$ cat src/rtl/turfbus_pkg.sv
// Shared definitions for the TURFbus return-direction transmitter:
// register map, default frame header and the transmit FSM states.
package turfbus_pkg;

  localparam logic [7:0]  HDR_BYTE_DEFAULT = 8'hA5;
  localparam logic [3:0]  ADR_DATA         = 4'h0;
  localparam logic [3:0]  ADR_COMMIT       = 4'h4;
  localparam int unsigned BACKOFF_CYCLES   = 16;

  typedef enum logic [2:0] {
    IDLE     = 3'd0,
    REQ      = 3'd1,
    BACKOFF  = 3'd2,
    HDR      = 3'd3,
    LEN      = 3'd4,
    DATA     = 3'd5,
    CSUM     = 3'd6,
    WAIT_REL = 3'd7
  } tx_state_t;

endpackage

$ cat src/rtl/turfbus_tx_fifo.sv
// First-word-fall-through FIFO of 32-bit words with fill count.
// Pointer/count reset flushes the contents; the storage array itself is not reset.
module turfbus_tx_fifo #(
  parameter int unsigned AW = 4
) (
  input  logic          clk,
  input  logic          rst,
  input  logic          push,
  input  logic [31:0]   wr_data,
  input  logic          pop,
  output logic [31:0]   rd_data,
  output logic [AW:0]   fill,
  output logic          full,
  output logic          empty
);

  logic [31:0]   mem [2**AW];
  logic [AW-1:0] wr_ptr;
  logic [AW-1:0] rd_ptr;
  logic          do_push;
  logic          do_pop;

  assign full    = fill[AW];
  assign empty   = (fill == '0);
  assign do_push = push & ~full;
  assign do_pop  = pop & ~empty;
  assign rd_data = mem[rd_ptr];

  always_ff @(posedge clk) begin
    if (do_push) mem[wr_ptr] <= wr_data;
  end

  always_ff @(posedge clk or posedge rst) begin
    if (rst) begin
      wr_ptr <= '0;
      rd_ptr <= '0;
      fill   <= '0;
    end else begin
      if (do_push) wr_ptr <= wr_ptr + AW'(1);
      if (do_pop)  rd_ptr <= rd_ptr + AW'(1);
      case ({do_push, do_pop})
        2'b10:   fill <= fill + (AW+1)'(1);
        2'b01:   fill <= fill - (AW+1)'(1);
        default: fill <= fill;
      endcase
    end
  end

endmodule

$ cat src/rtl/turfbus_tx.sv
// TURFbus return-direction transmitter: buffers WISHBONE words and sends them
// as a framed byte stream (header, length, data, XOR checksum) once granted.
module turfbus_tx
  import turfbus_pkg::*;
#(
  parameter int unsigned FIFO_AW     = 4,
  parameter int unsigned REQ_TIMEOUT = 1024,
  parameter logic [7:0]  HDR_BYTE    = HDR_BYTE_DEFAULT
) (
  input  logic        clk_i,
  input  logic        rst_i,
  input  logic        cyc_i,
  input  logic        stb_i,
  input  logic        we_i,
  input  logic [3:0]  adr_i,
  input  logic [31:0] dat_i,
  input  logic [3:0]  sel_i,
  output logic [31:0] dat_o,
  output logic        ack_o,
  output logic [7:0]  td_o,
  output logic        td_stb_o,
  output logic        sreq_n_o,
  input  logic        treq_n_i,
  output logic        busy_o
);

  localparam int unsigned TW = $clog2(REQ_TIMEOUT + BACKOFF_CYCLES) + 1;

  tx_state_t        state, nxt;
  logic [1:0]       treq_sync;
  logic             gnt;
  logic             commit_q;
  logic [FIFO_AW:0] len;
  logic [FIFO_AW:0] words_left;
  logic [1:0]       byte_idx;
  logic [7:0]       csum;
  logic [7:0]       timeouts;
  logic [TW-1:0]    timer;

  logic [31:0]      fifo_rd;
  logic [FIFO_AW:0] fill;
  logic             full;
  logic             empty;
  logic             fifo_push;
  logic             fifo_pop;

  logic             wb_req;
  logic             ack_d;
  logic             go_commit;
  logic             go_read;
  logic [31:0]      status;
  logic [7:0]       head_byte;
  logic [7:0]       td_nxt;
  logic             stb_nxt;
  logic             emit_data;
  logic             timeout_evt;
  logic             unused_sel;

  assign unused_sel = ^sel_i;
  assign gnt        = ~treq_sync[1];
  assign busy_o     = (state != IDLE) | commit_q;
  assign head_byte  = fifo_rd[{byte_idx, 3'b000} +: 8];
  assign status     = {busy_o, 3'(state), 4'b0000, timeouts, 8'(len), 8'(fill)};

  turfbus_tx_fifo #(
    .AW (FIFO_AW)
  ) u_fifo (
    .clk     (clk_i),
    .rst     (rst_i),
    .push    (fifo_push),
    .wr_data (dat_i),
    .pop     (fifo_pop),
    .rd_data (fifo_rd),
    .fill    (fill),
    .full    (full),
    .empty   (empty)
  );

  // Bus side: full-FIFO pushes and commits outside IDLE are stalled by withholding ack.
  always_comb begin
    wb_req    = cyc_i & stb_i & ~ack_o;
    go_read   = wb_req & ~we_i;
    fifo_push = 1'b0;
    go_commit = 1'b0;
    ack_d     = 1'b0;
    if (wb_req) begin
      if (!we_i) begin
        ack_d = 1'b1;
      end else if (adr_i == ADR_DATA) begin
        fifo_push = ~full;
        ack_d     = ~full;
      end else if (adr_i == ADR_COMMIT) begin
        go_commit = (state == IDLE);
        ack_d     = (state == IDLE);
      end else begin
        ack_d = 1'b1;
      end
    end
  end

  // Outputs are registered from the next state, so td_o/td_stb_o/sreq_n_o
  // describe the state being entered on each edge.
  always_comb begin
    nxt         = state;
    td_nxt      = '0;
    stb_nxt     = 1'b0;
    fifo_pop    = 1'b0;
    emit_data   = 1'b0;
    timeout_evt = 1'b0;
    case (state)
      IDLE: if (commit_q) nxt = REQ;
      REQ: begin
        if (gnt) begin
          nxt     = HDR;
          td_nxt  = HDR_BYTE;
          stb_nxt = 1'b1;
        end else if (timer == TW'(REQ_TIMEOUT - 1)) begin
          nxt         = BACKOFF;
          timeout_evt = 1'b1;
        end
      end
      BACKOFF: if (timer == TW'(BACKOFF_CYCLES - 1)) nxt = REQ;
      HDR: begin
        nxt     = LEN;
        td_nxt  = 8'(len);
        stb_nxt = 1'b1;
      end
      LEN, DATA: begin
        stb_nxt = 1'b1;
        if (words_left != '0) begin
          nxt       = DATA;
          td_nxt    = head_byte;
          emit_data = 1'b1;
          fifo_pop  = (byte_idx == 2'd3);
        end else begin
          nxt    = CSUM;
          td_nxt = csum;
        end
      end
      CSUM:     nxt = WAIT_REL;
      WAIT_REL: if (!gnt) nxt = IDLE;
    endcase
  end

  always_ff @(posedge clk_i or posedge rst_i) begin
    if (rst_i) begin
      state      <= IDLE;
      treq_sync  <= 2'b11;
      commit_q   <= 1'b0;
      len        <= '0;
      words_left <= '0;
      byte_idx   <= '0;
      csum       <= '0;
      timeouts   <= '0;
      timer      <= '0;
      ack_o      <= 1'b0;
      dat_o      <= '0;
      td_o       <= '0;
      td_stb_o   <= 1'b0;
      sreq_n_o   <= 1'b1;
    end else begin
      state     <= nxt;
      treq_sync <= {treq_sync[0], treq_n_i};
      td_o      <= td_nxt;
      td_stb_o  <= stb_nxt;
      sreq_n_o  <= !(nxt inside {REQ, HDR, LEN, DATA, CSUM});
      ack_o     <= ack_d;
      dat_o     <= (go_read && adr_i == ADR_DATA) ? status : '0;
      // The frame length is sampled one cycle after the commit ack; no push
      // can be acked in that cycle, so the fill is the one seen at commit.
      commit_q  <= go_commit & ~empty;
      timer     <= (nxt != state) ? '0 : timer + TW'(1);
      if (timeout_evt && timeouts != 8'hFF) timeouts <= timeouts + 8'd1;
      if (state == IDLE && commit_q) begin
        len        <= fill;
        words_left <= fill;
        byte_idx   <= '0;
        csum       <= '0;
      end else if (nxt == IDLE && state != IDLE) begin
        len <= '0;
      end
      if (emit_data) begin
        byte_idx <= byte_idx + 2'd1;
        csum     <= csum ^ head_byte;
        if (byte_idx == 2'd3) words_left <= words_left - (FIFO_AW+1)'(1);
      end
    end
  end

endmodule

$ cat config.mk
export PLATFORM = sky130hd
export DESIGN_NAME = turfbus_tx
export DESIGN_NICKNAME = d
export VERILOG_FILES = /design/src/rtl/turfbus_pkg.sv /design/src/rtl/turfbus_tx_fifo.sv /design/src/rtl/turfbus_tx.sv
export SDC_FILE = /design/constraint.sdc
export NUM_CORES = 1
export LEC_CHECK = 0
export ABC_AREA = 1
export BUFFER_PORTS_ARGS = -buffer_cell sky130_fd_sc_hd__buf_4
export CAP_MARGIN = 20
export CORE_MARGIN = 1.5
export CORE_UTILIZATION = 30
export CTS_CLUSTER_SIZE = 10
export DETAILED_ROUTE_END_ITERATION = 8
export GPL_ROUTABILITY_DRIVEN = 0
export SYNTH_ARGS = -nofsm -noshare
export SYNTH_HDL_FRONTEND = slang
export SYNTH_SLANG_ARGS = --single-unit
$ cat constraint.sdc
create_clock -name clk_i -period 5.1 [get_ports clk_i]
set_input_delay 0 -clock clk_i [delete_from_list [all_inputs] [get_ports clk_i]]
set_output_delay 0 -clock clk_i [all_outputs]
set_load 0.03 [all_outputs]
=== Word level (Yosys, flattened, before mapping) ===
Memories as Yosys holds them, arrays and structs flattened.
Cells that the tools add are included.

* Word-level logic and storage cells: 120
* Input bits: 46
* Bits in registers: 102
* Bits in writable memories: 512
* Memories: 1
* Output and inout bits: 44

* Reduce and logical (&&, ||, !) cells: 17
* Equal/unequal tests: 20
* Bitwise logic cells: 12
* Shift-type cells: 1
* Add/subtract/negate cells: 8
* Multiplexer cells: 44

{| class="wikitable"
|+ Memory list
! name !! words !! width !! rd ports !! clocked after memory_dff !! write ports !! line !! source
|-
| u_fifo.mem || 16 || 32 || 1 || 0 || 1 || turfbus_tx_fifo.sv:17 || <nowiki>logic [31:0] mem [2**AW];</nowiki>
|}

{| class="wikitable"
|+ Operators with widths
! kind !! number
|-
| 32-bit two-way mux || 1
|-
| 8-bit two-way mux || 4
|-
| 32-bit by 6-bit variable part select with 8-bit output || 1
|-
| 5-bit two-way mux || 5
|-
| 8-bit one-hot mux with 3 select lines || 1
|-
| 3-bit equality test, second input constant || 7
|-
| 1-bit two-way mux || 21
|-
| 3-bit one-hot mux with 7 select lines || 1
|-
| 3-bit two-way mux || 5
|-
| 12-bit by 1-bit adder with 12-bit output, second input constant || 1
|-
| 12-bit by 10-bit equality test with 1-bit output, second input constant || 1
|-
| 12-bit by 4-bit equality test with 1-bit output, second input constant || 1
|-
| 12-bit two-way mux || 1
|-
| 5-bit one-hot mux with 2 select lines || 1
|-
| 5-bit nonzero test || 2
|-
| 5-bit by 1-bit subtractor with 5-bit output, second input constant || 2
|-
| 3-bit by 2-bit equality test with 1-bit output, second input constant || 3
|-
| 4-bit by 1-bit adder with 4-bit output, second input constant || 2
|-
| 8-bit by 1-bit adder with 8-bit output, second input constant || 1
|-
| 8-bit inequality test, second input constant || 1
|-
| 8-bit XOR || 1
|-
| 1-bit AND || 6
|-
| 3-bit by 1-bit equality test with 1-bit output, second input constant || 2
|-
| 3-bit logical NOT || 2
|-
| other kinds (18) || 29
|}

=== Longest topological paths before layout ===
Gate-level depths: netlist of run 1.

* Word-level depth: 8
* Depth in mapped cells: 16

=== Hierarchy ===
Synthesis of run 1 repeated with hierarchy kept, for this count alone.

* Cells, all modules: 2,557
* Area, all modules: 25,986.2 um2

{| class="wikitable"
|+ Modules (own cells, without submodules)
! module !! area each (um2) !! cells each !! instances
|-
| turfbus_tx_fifo || 22,167.5 || 2,110 || 1
|-
| turfbus_tx || 3,818.7 || 447 || 1
|}

=== Least setup slack after synthesis of run 1 ===
Ideal clock, no wire load.

* Path kind: register to register
* Start: register ack_o
* End: memory u_fifo.mem[0][0], enable pin
* Setup time: 0.421 ns
* Cell stages (with the launch flop): 6
* Arrival: 2.692 ns
* Setup slack: 1.987 ns
* Cell sequence: dfrtp_1 nor2_1 nand2_1 nor3_2 nand2_1 nor2_1

* Word-level cells in the longest chain between the ends: 6

{| class="wikitable"
|+ RTL lines
! element !! line !! source
|-
| start, declared || turfbus_tx.sv:19 || <nowiki>output logic ack_o,</nowiki>
|-
| start signal, assigned || turfbus_tx.sv:167 || <nowiki>ack_o <= ack_d;</nowiki>
|-
| 1-bit inverter || turfbus_tx.sv:81 || <nowiki>wb_req = cyc_i & stb_i & ~ack_o;</nowiki>
|-
| 1-bit AND || turfbus_tx.sv:81 ||
|-
| 1-bit two-way mux || turfbus_tx.sv:86 || <nowiki>if (wb_req) begin</nowiki>
|-
| 1-bit AND || turfbus_tx_fifo.sv:25 || <nowiki>assign do_push = push & ~full;</nowiki>
|-
| 1-bit two-way mux || turfbus_tx_fifo.sv:30 || <nowiki>if (do_push) mem[wr_ptr] <= wr_data;</nowiki>
|-
| 1-bit two-way mux (not written as such) || turfbus_tx_fifo.sv:30 ||
|-
| end, declared || turfbus_tx_fifo.sv:17 ||
|}

No other way between the ends.

=== Worst setup path after layout of run 1 ===
* Start: input port adr_i[3]
* End: memory u_fifo.mem[6][7], enable pin

* Word-level cells in the longest chain between the ends: 7

{| class="wikitable"
|+ RTL lines
! element !! line !! source
|-
| start, declared || turfbus_tx.sv:15 || <nowiki>input logic [3:0] adr_i,</nowiki>
|-
| 4-bit logical NOT || turfbus_tx.sv:89 || <nowiki>end else if (adr_i == ADR_DATA) begin</nowiki>
|-
| 1-bit two-way mux || turfbus_tx.sv:89 ||
|-
| 1-bit two-way mux || turfbus_tx.sv:87 || <nowiki>if (!we_i) begin</nowiki>
|-
| 1-bit two-way mux || turfbus_tx.sv:86 ||
|-
| 1-bit AND || turfbus_tx_fifo.sv:25 ||
|-
| 1-bit two-way mux || turfbus_tx_fifo.sv:30 ||
|-
| 1-bit two-way mux (not written as such) || turfbus_tx_fifo.sv:30 ||
|}

No other way between the ends.

==> impl_metrics.toml, run 1 <==
[drt]
dr.pass1.iters = 5
drt_iter0_drc = 1408
drc = 0
viasPerCell = 4.73
routed_wl_um = 62100
wl_per_cell_um = 18.1
antenna_left = 0
vias = 16200

[layout]
layout.cells.most_common_list = "nand2_1 (748), edfxtp_1 (512), nand3_1 (458)"
final_util_pct = 34.9
drive_gt1_share_pct = 10.4
final_common_cell = "nand2_1"
nNetsFinal = 2384
area_growth_pct = 15.6
diodes = 0
final_cells = 3420

[floorplanning]
dieArea_um2 = 85600
die-width_um = 293
pin_count = 90
die_height_um = 293
start_util_pct = 30.2
core-area_um2 = 83300
num_rows = 106

[grt]
use_met1_pct = 19.8
grt_pass1_vias = 15700
grt_max_degree = 120
grtUsageMet2_pct = 23.6
use_met3_pct = 2.44
grt_pass1_wl_um = 95400
grt_usage_pct = 14.5
grt.overflow.total = 0
busiest_layer = "met2"
antenna_found_initial = 1

[synthesis]
avgSynthCellArea_um2 = 11.4
ys_types = 39
seq_area_frac_synth_pct = 70.3
netlist_instances = 2217
synth_seq_cells = 604
synth.area.top_cells = "edfxtp_1 (61%), nand2_1 (11%), nand3_1 (9.1%)"
synth.largest_area_cell = "edfxtp_1"
synth_top_area_share_pct = 61.1
ys_warn_count = 0
syn_area_um2 = 25200

[worst_hold_path]
min_path_cells = 6
hp-class = "input pin to flop"

[cts]
htreeDepth = 3
cts_num_sinks = 604
cts_setup_buffers = 0
cts_tree = "done"
clk_path_buf_depth = 3
clkTransAtPathRegs_ps = 50
clock_latency_ps = 610
cts_made_buffers = 71
cts_root_buf = "clkbuf_16"

[setup_path]
critPathKind = "input pin to flop"
critical_path_arrival_ps = 3730
crit_fanout = 23
critPathLaunchType = "input pin"
cp_num_cells = 9
cpMaxStageDelayCell = "nor2_4"
critical_path.top_delay_family = "simple AND/OR/NAND/NOR gates"
worstPathRequired_ps = 5390
crit_path_end_kind = "flop"
path_cells = "dlygate4sd3_1 -> buf_4 -> nor3_2 -> dlygate4sd3_1 -> nand2_1 -> nor3_2 -> nand2_1 -> nor2_4 -> buf_4"
critPathBufInv = 4
max_stage_delay_ps = 900
ff2ff_path_depth = 13

[placed_design]
place.detailed.hpwl_um = 33600
numPortBuffers = 75
placedCellCount = 3286

[sta]
final.setup_skew_ps = 20.1
worst_pin_slew_ps = 1150
period_share_pct = 67.4
relSlewSlack_pct = 23.3
drv_slew = 0
hold_viol = 0
grt_setup_unrepaired = "no"
fin_crit_ps = 3440
fmax_mhz = 291
fin_setup_tns_ps = 0
setup_viol = 0

[job]
drv_cap = 0

[power]
p_leak_nw = 11.0
ir_drop_mv = 0.248
power_density_nw_per_um2 = 379

[run_status]
status = "finished clean"
-- Yosys cell counts --
master    number
clkbuf_1      17
xor2_1        23
ha_1          14
inv_1         85
nand3_2        2
nor2_2        12
nor3_1         4
a22oi_1        3
mux2_2         2
inv_4          1
o21ai_0       25
nor4_1         1
edfxtp_1     512
a221oi_1       1
inv_2          2
nand2_1      748
nand2_2        2
a211oi_1       1
or4_1          1
buf_2         63
nor2_4         4
dfstp_2        3
nor2_1        62
nand4_1        9
nand4_2        1
nand3_1      458
buf_1          3
dfrtp_1       89
mux2i_1        1
fa_1           1
buf_6         27
nor3_2         3
xnor2_1        3
o31ai_1        1
a21oi_1        7
o211ai_1       5
clkinv_1       3
conb_1         1
buf_4         17
-- layout make-up --
cell class                      instances  area [um2]
Tap cell                             1080        1350
Clock buffer                           84        1920
Fill cell                            8154       54200
Clock inverter                          6        45.0
Inverter                               91         354
Timing Repair Buffer                  151        1270
Sequential cell                       604       17700
Multi-Input combinational cell       1404        6470
-- power by group --
part	leakage (nW)	internal [W]	switching, W
Combinational	4.24	0.000284	0.000695
Sequential	5.83	0.00546	0.000102
Clock	0.967	0.00263	0.00187
-- state kept, by name, summed over array words and instances, names as in the netlist, 3 cells and up --
register / cells
td_o: 8
u_fifo.wr_ptr: 4
u_fifo.mem: 512
u_fifo.fill: 5
dat_o: 22
timeouts: 8
csum: 8
len: 5
timer: 12
words_left: 5
u_fifo.rd_ptr: 4
state: 3
-- final timing paths --
kind,slack [ps],from,end
setup / recovery,1660,adr_i[3],u_fifo.mem[6][7]
hold / removal,30,cyc_i,u_fifo.wr_ptr[1]
setup reg to reg,1730,u_fifo.rd_ptr[0],csum[0]
hold reg to reg,360,treq_sync[0],treq_sync[1]
max in group asynchronous,3340,rst_i,u_fifo.rd_ptr[0]
min in group asynchronous,540,rst_i,timer[9]
-- worst min-delay path: stages --
cell     delay (ps)
buf_4           110
nand2_1          70
nor2_1           50
nand2_1         100
nor3_2          120
o21ai_0         160
-- kinds of logic (layout without fill, tap and decap cells) --
group           count (synthesis)  count (layout)  share of synthesized area, %
compound gates                 43              43                         0.969
xor+xnor                       26              26                         0.905
fa+ha+maj                      15              15                         0.776
buf+inv                       218             332                          4.63
flops                         604             604                          70.3
mux                             3               3                         0.129
other cells                     1              10                        0.0149
simple gates                 1307            1307                          22.3
-- metrics by stage --
step | cell area [um2] | setup slack (ps) | total power, W | hold slack (ps)
2_1_floorplan | 25200 | 1990 | 0.00626 | 4.48
3_3_place_gp | 26700 | 1800 | 0.00660 | 19.0
3_5_place_dp | 26700 | 1790 | 0.00661 | 31.2
4_1_cts | 29100 | 1660 | 0.0111 | 4.29
5_1_grt | 29100 | 1430 | 0.0114 | 53.2
6_report | 29100 | 1660 | 0.0110 | 34.8
-- what timing repair did --
action	CTS	global route
gates resized for setup	0	0
hold buffers	44	0
endpoints found under the hold margin	545	0
-- per-layer routing --
metal	vias up	share of wire [%]
met1	7850	45
met4	2	2.3
met2	458	47
met3	100	5.6
met5	-	0.011
li1	7763	-
No activity file was read; power rests on OpenSTA's default activity.
==> run 2, diff against run 1 <==
- clock period: 5.1 -> 3.6 ns (I/O delays scaled with it)
==> run 2 against run 1 <==
- first-iteration DRC count grew 4.8%
- hold slack gained 2.3 ps
- global-route usage shrank 0.17 points
- sequential share of layout area shrank 0.58 points
- via count grew 1.1%
- flip-flop and latch count is the same
- clock skew shrank 6.1 ps
- worst setup slack lost 960 ps
- combinational power grew 45%
- highest routed layer unchanged
==> impl_metrics.toml, run 2 (synthesis gave the netlist of run 1 again) <==
[layout]
top_regs = "u_fifo.mem x512, dat_o x22, timer x12"
drive_gt1_share_pct = 11.0
layout.cells.most_common_list = "nand2_1 (748), edfxtp_1 (512), nand3_1 (458)"
final_util_pct = 35.3
nNetsFinal = 2397
largest_reg_flops = 512
largest-register = "u_fifo.mem"
area_growth_pct = 16.8
diodes = 0
final_common_cell = "nand2_1"

[drt]
drt_iter0_drc = 1475
drc = 0
wl_per_cell_um = 18.0
antenna_left = 0
viasPerCell = 4.76
dr.pass1.iters = 5
vias = 16400
routed_wl_um = 61800

[floorplanning]
die-width_um = 293
core-area_um2 = 83300
dieArea_um2 = 85600
die_height_um = 293
num_rows = 106
pin_count = 90
start_util_pct = 30.2

[placed_design]
place.detailed.hpwl_um = 34300
numPortBuffers = 75

[power]
ir_drop_mv = 0.266
p_leak_nw = 11.2
power_w = 0.0156
power_density_nw_per_um2 = 531

[setup_path]
ff2ff_path_depth = 16
rrSetupSlack_ps = 700
worstReg2RegStart = "words_left[0]"
critPathKind = "flop to flop"
critPathLaunchType = "flop"
crit_fanout = 20
worstReg2RegEnd = "u_fifo.fill[4]"
crit_path_end_kind = "flop"
critical_path_arrival_ps = 3410
worstPathRequired_ps = 4110

[grt]
grt_usage_pct = 14.4
grt.overflow.total = 0
grt_max_degree = 131
grt_pass1_wl_um = 94600
antenna_found_initial = 3
grt_pass1_vias = 15900

[cts]
clock_latency_ps = 600
cts_tree = "done"
cts_root_buf = "clkbuf_16"
cts_made_buffers = 71
clk_path_buf_depth = 3
cts_setup_buffers = 0
cts_num_sinks = 604
clkTransAtPathRegs_ps = 60
htreeDepth = 3

[sta]
fin_setup_tns_ps = 0
fmax_mhz = 344
fin_crit_ps = 2900
drv_slew = 0
hold_viol = 0
final.setup_skew_ps = 14.0
period_share_pct = 80.7
relSlewSlack_pct = 40.7
worst_pin_slew_ps = 890
grt_setup_unrepaired = "no"
setup_viol = 0

[job]
drv_cap = 0

[worst_hold_path]
min_path_cells = 6
hold_path_end = "u_fifo.wr_ptr[0]"
hp-start = "adr_i[2]"
hp-class = "input pin to flop"

[run_status]
status = "finished clean"
[run 2: cell types whose count changed in the layout (fill, tap and decap cells not counted)]
cell           change
buf_12            +16
buf_4              +1
bufinv_16          +1
clkbuf_1           +4
clkbuf_16          -2
dlygate4sd3_1      -4
[run 2: what timing repair did]
item,in CTS,in global routing
hold buffers,40,0
endpoints found under the hold margin,575,0
gates resized for setup,0,0
[run 2: critical path: stages, from the launching register on]
cell and delay [ps]:
dfrtp_1 320, inv_1 80, ha_1 230, nand3_1 90, nand2_1 100, inv_2 280, nand2_2 220, nor2_4 210
ha_1 260, inv_1 100, fa_1 410, nor2_1 120, a211oi_1 60, nand2_1 60, nand2_1 40, nor2_1 100
xor2_1 150
[run 2: power breakdown]
group | switching [W] | internal, W | total [W]
Clock | 0.00260 | 0.00372 | 0.00632
Sequential | 0.000112 | 0.00774 | 0.00785
Combinational | 0.00101 | 0.000407 | 0.00142
Total | 0.00373 | 0.0119 | 0.0156
[run 2: final cells by class]
cell class | count | area (um2)
clock buffers | 86 | 1890
clock inverters | 7 | 75.1
fillers | 8155 | 53900
inverters | 91 | 354
multi-input cells | 1404 | 6470
flip-flops and latches | 604 | 17700
well taps | 1080 | 1350
repair buffers | 164 | 1560
[run 2: worst max-delay path by stage]
stage | startpoint | depth (start not counted) | endpoint | slack [ps]
2_1_floorplan | ack_o | 5 | u_fifo.mem[0][0] | 490
3_3_place_gp | words_left[0] | 16 | u_fifo.fill[4] | 690
3_5_place_dp | words_left[0] | 16 | u_fifo.fill[4] | 700
4_1_cts | words_left[0] | 16 | u_fifo.fill[4] | 690
5_1_grt | words_left[0] | 16 | u_fifo.fill[4] | 330
6_report | words_left[0] | 16 | u_fifo.fill[4] | 700
[run 2: per-layer routing]
layer  wire, um  global-route usage (%)
met3       3790                    3.11
met4       1350                    3.78
met1      27900                    19.5
met2      28800                    23.2
met5         14                       0
[run 2: through the flow]
stage               std cells  instance area, um2  hold slack [ps]  worst slack [ps]
finish                   3436               29400             37.1               696
global route             3436               29400             60.1               332
CTS                      3436               29400             7.44               689
detailed placement       3303               27000              116               705
global placement         3303               27000              112               690
floorplan                2226               25200             4.48               487
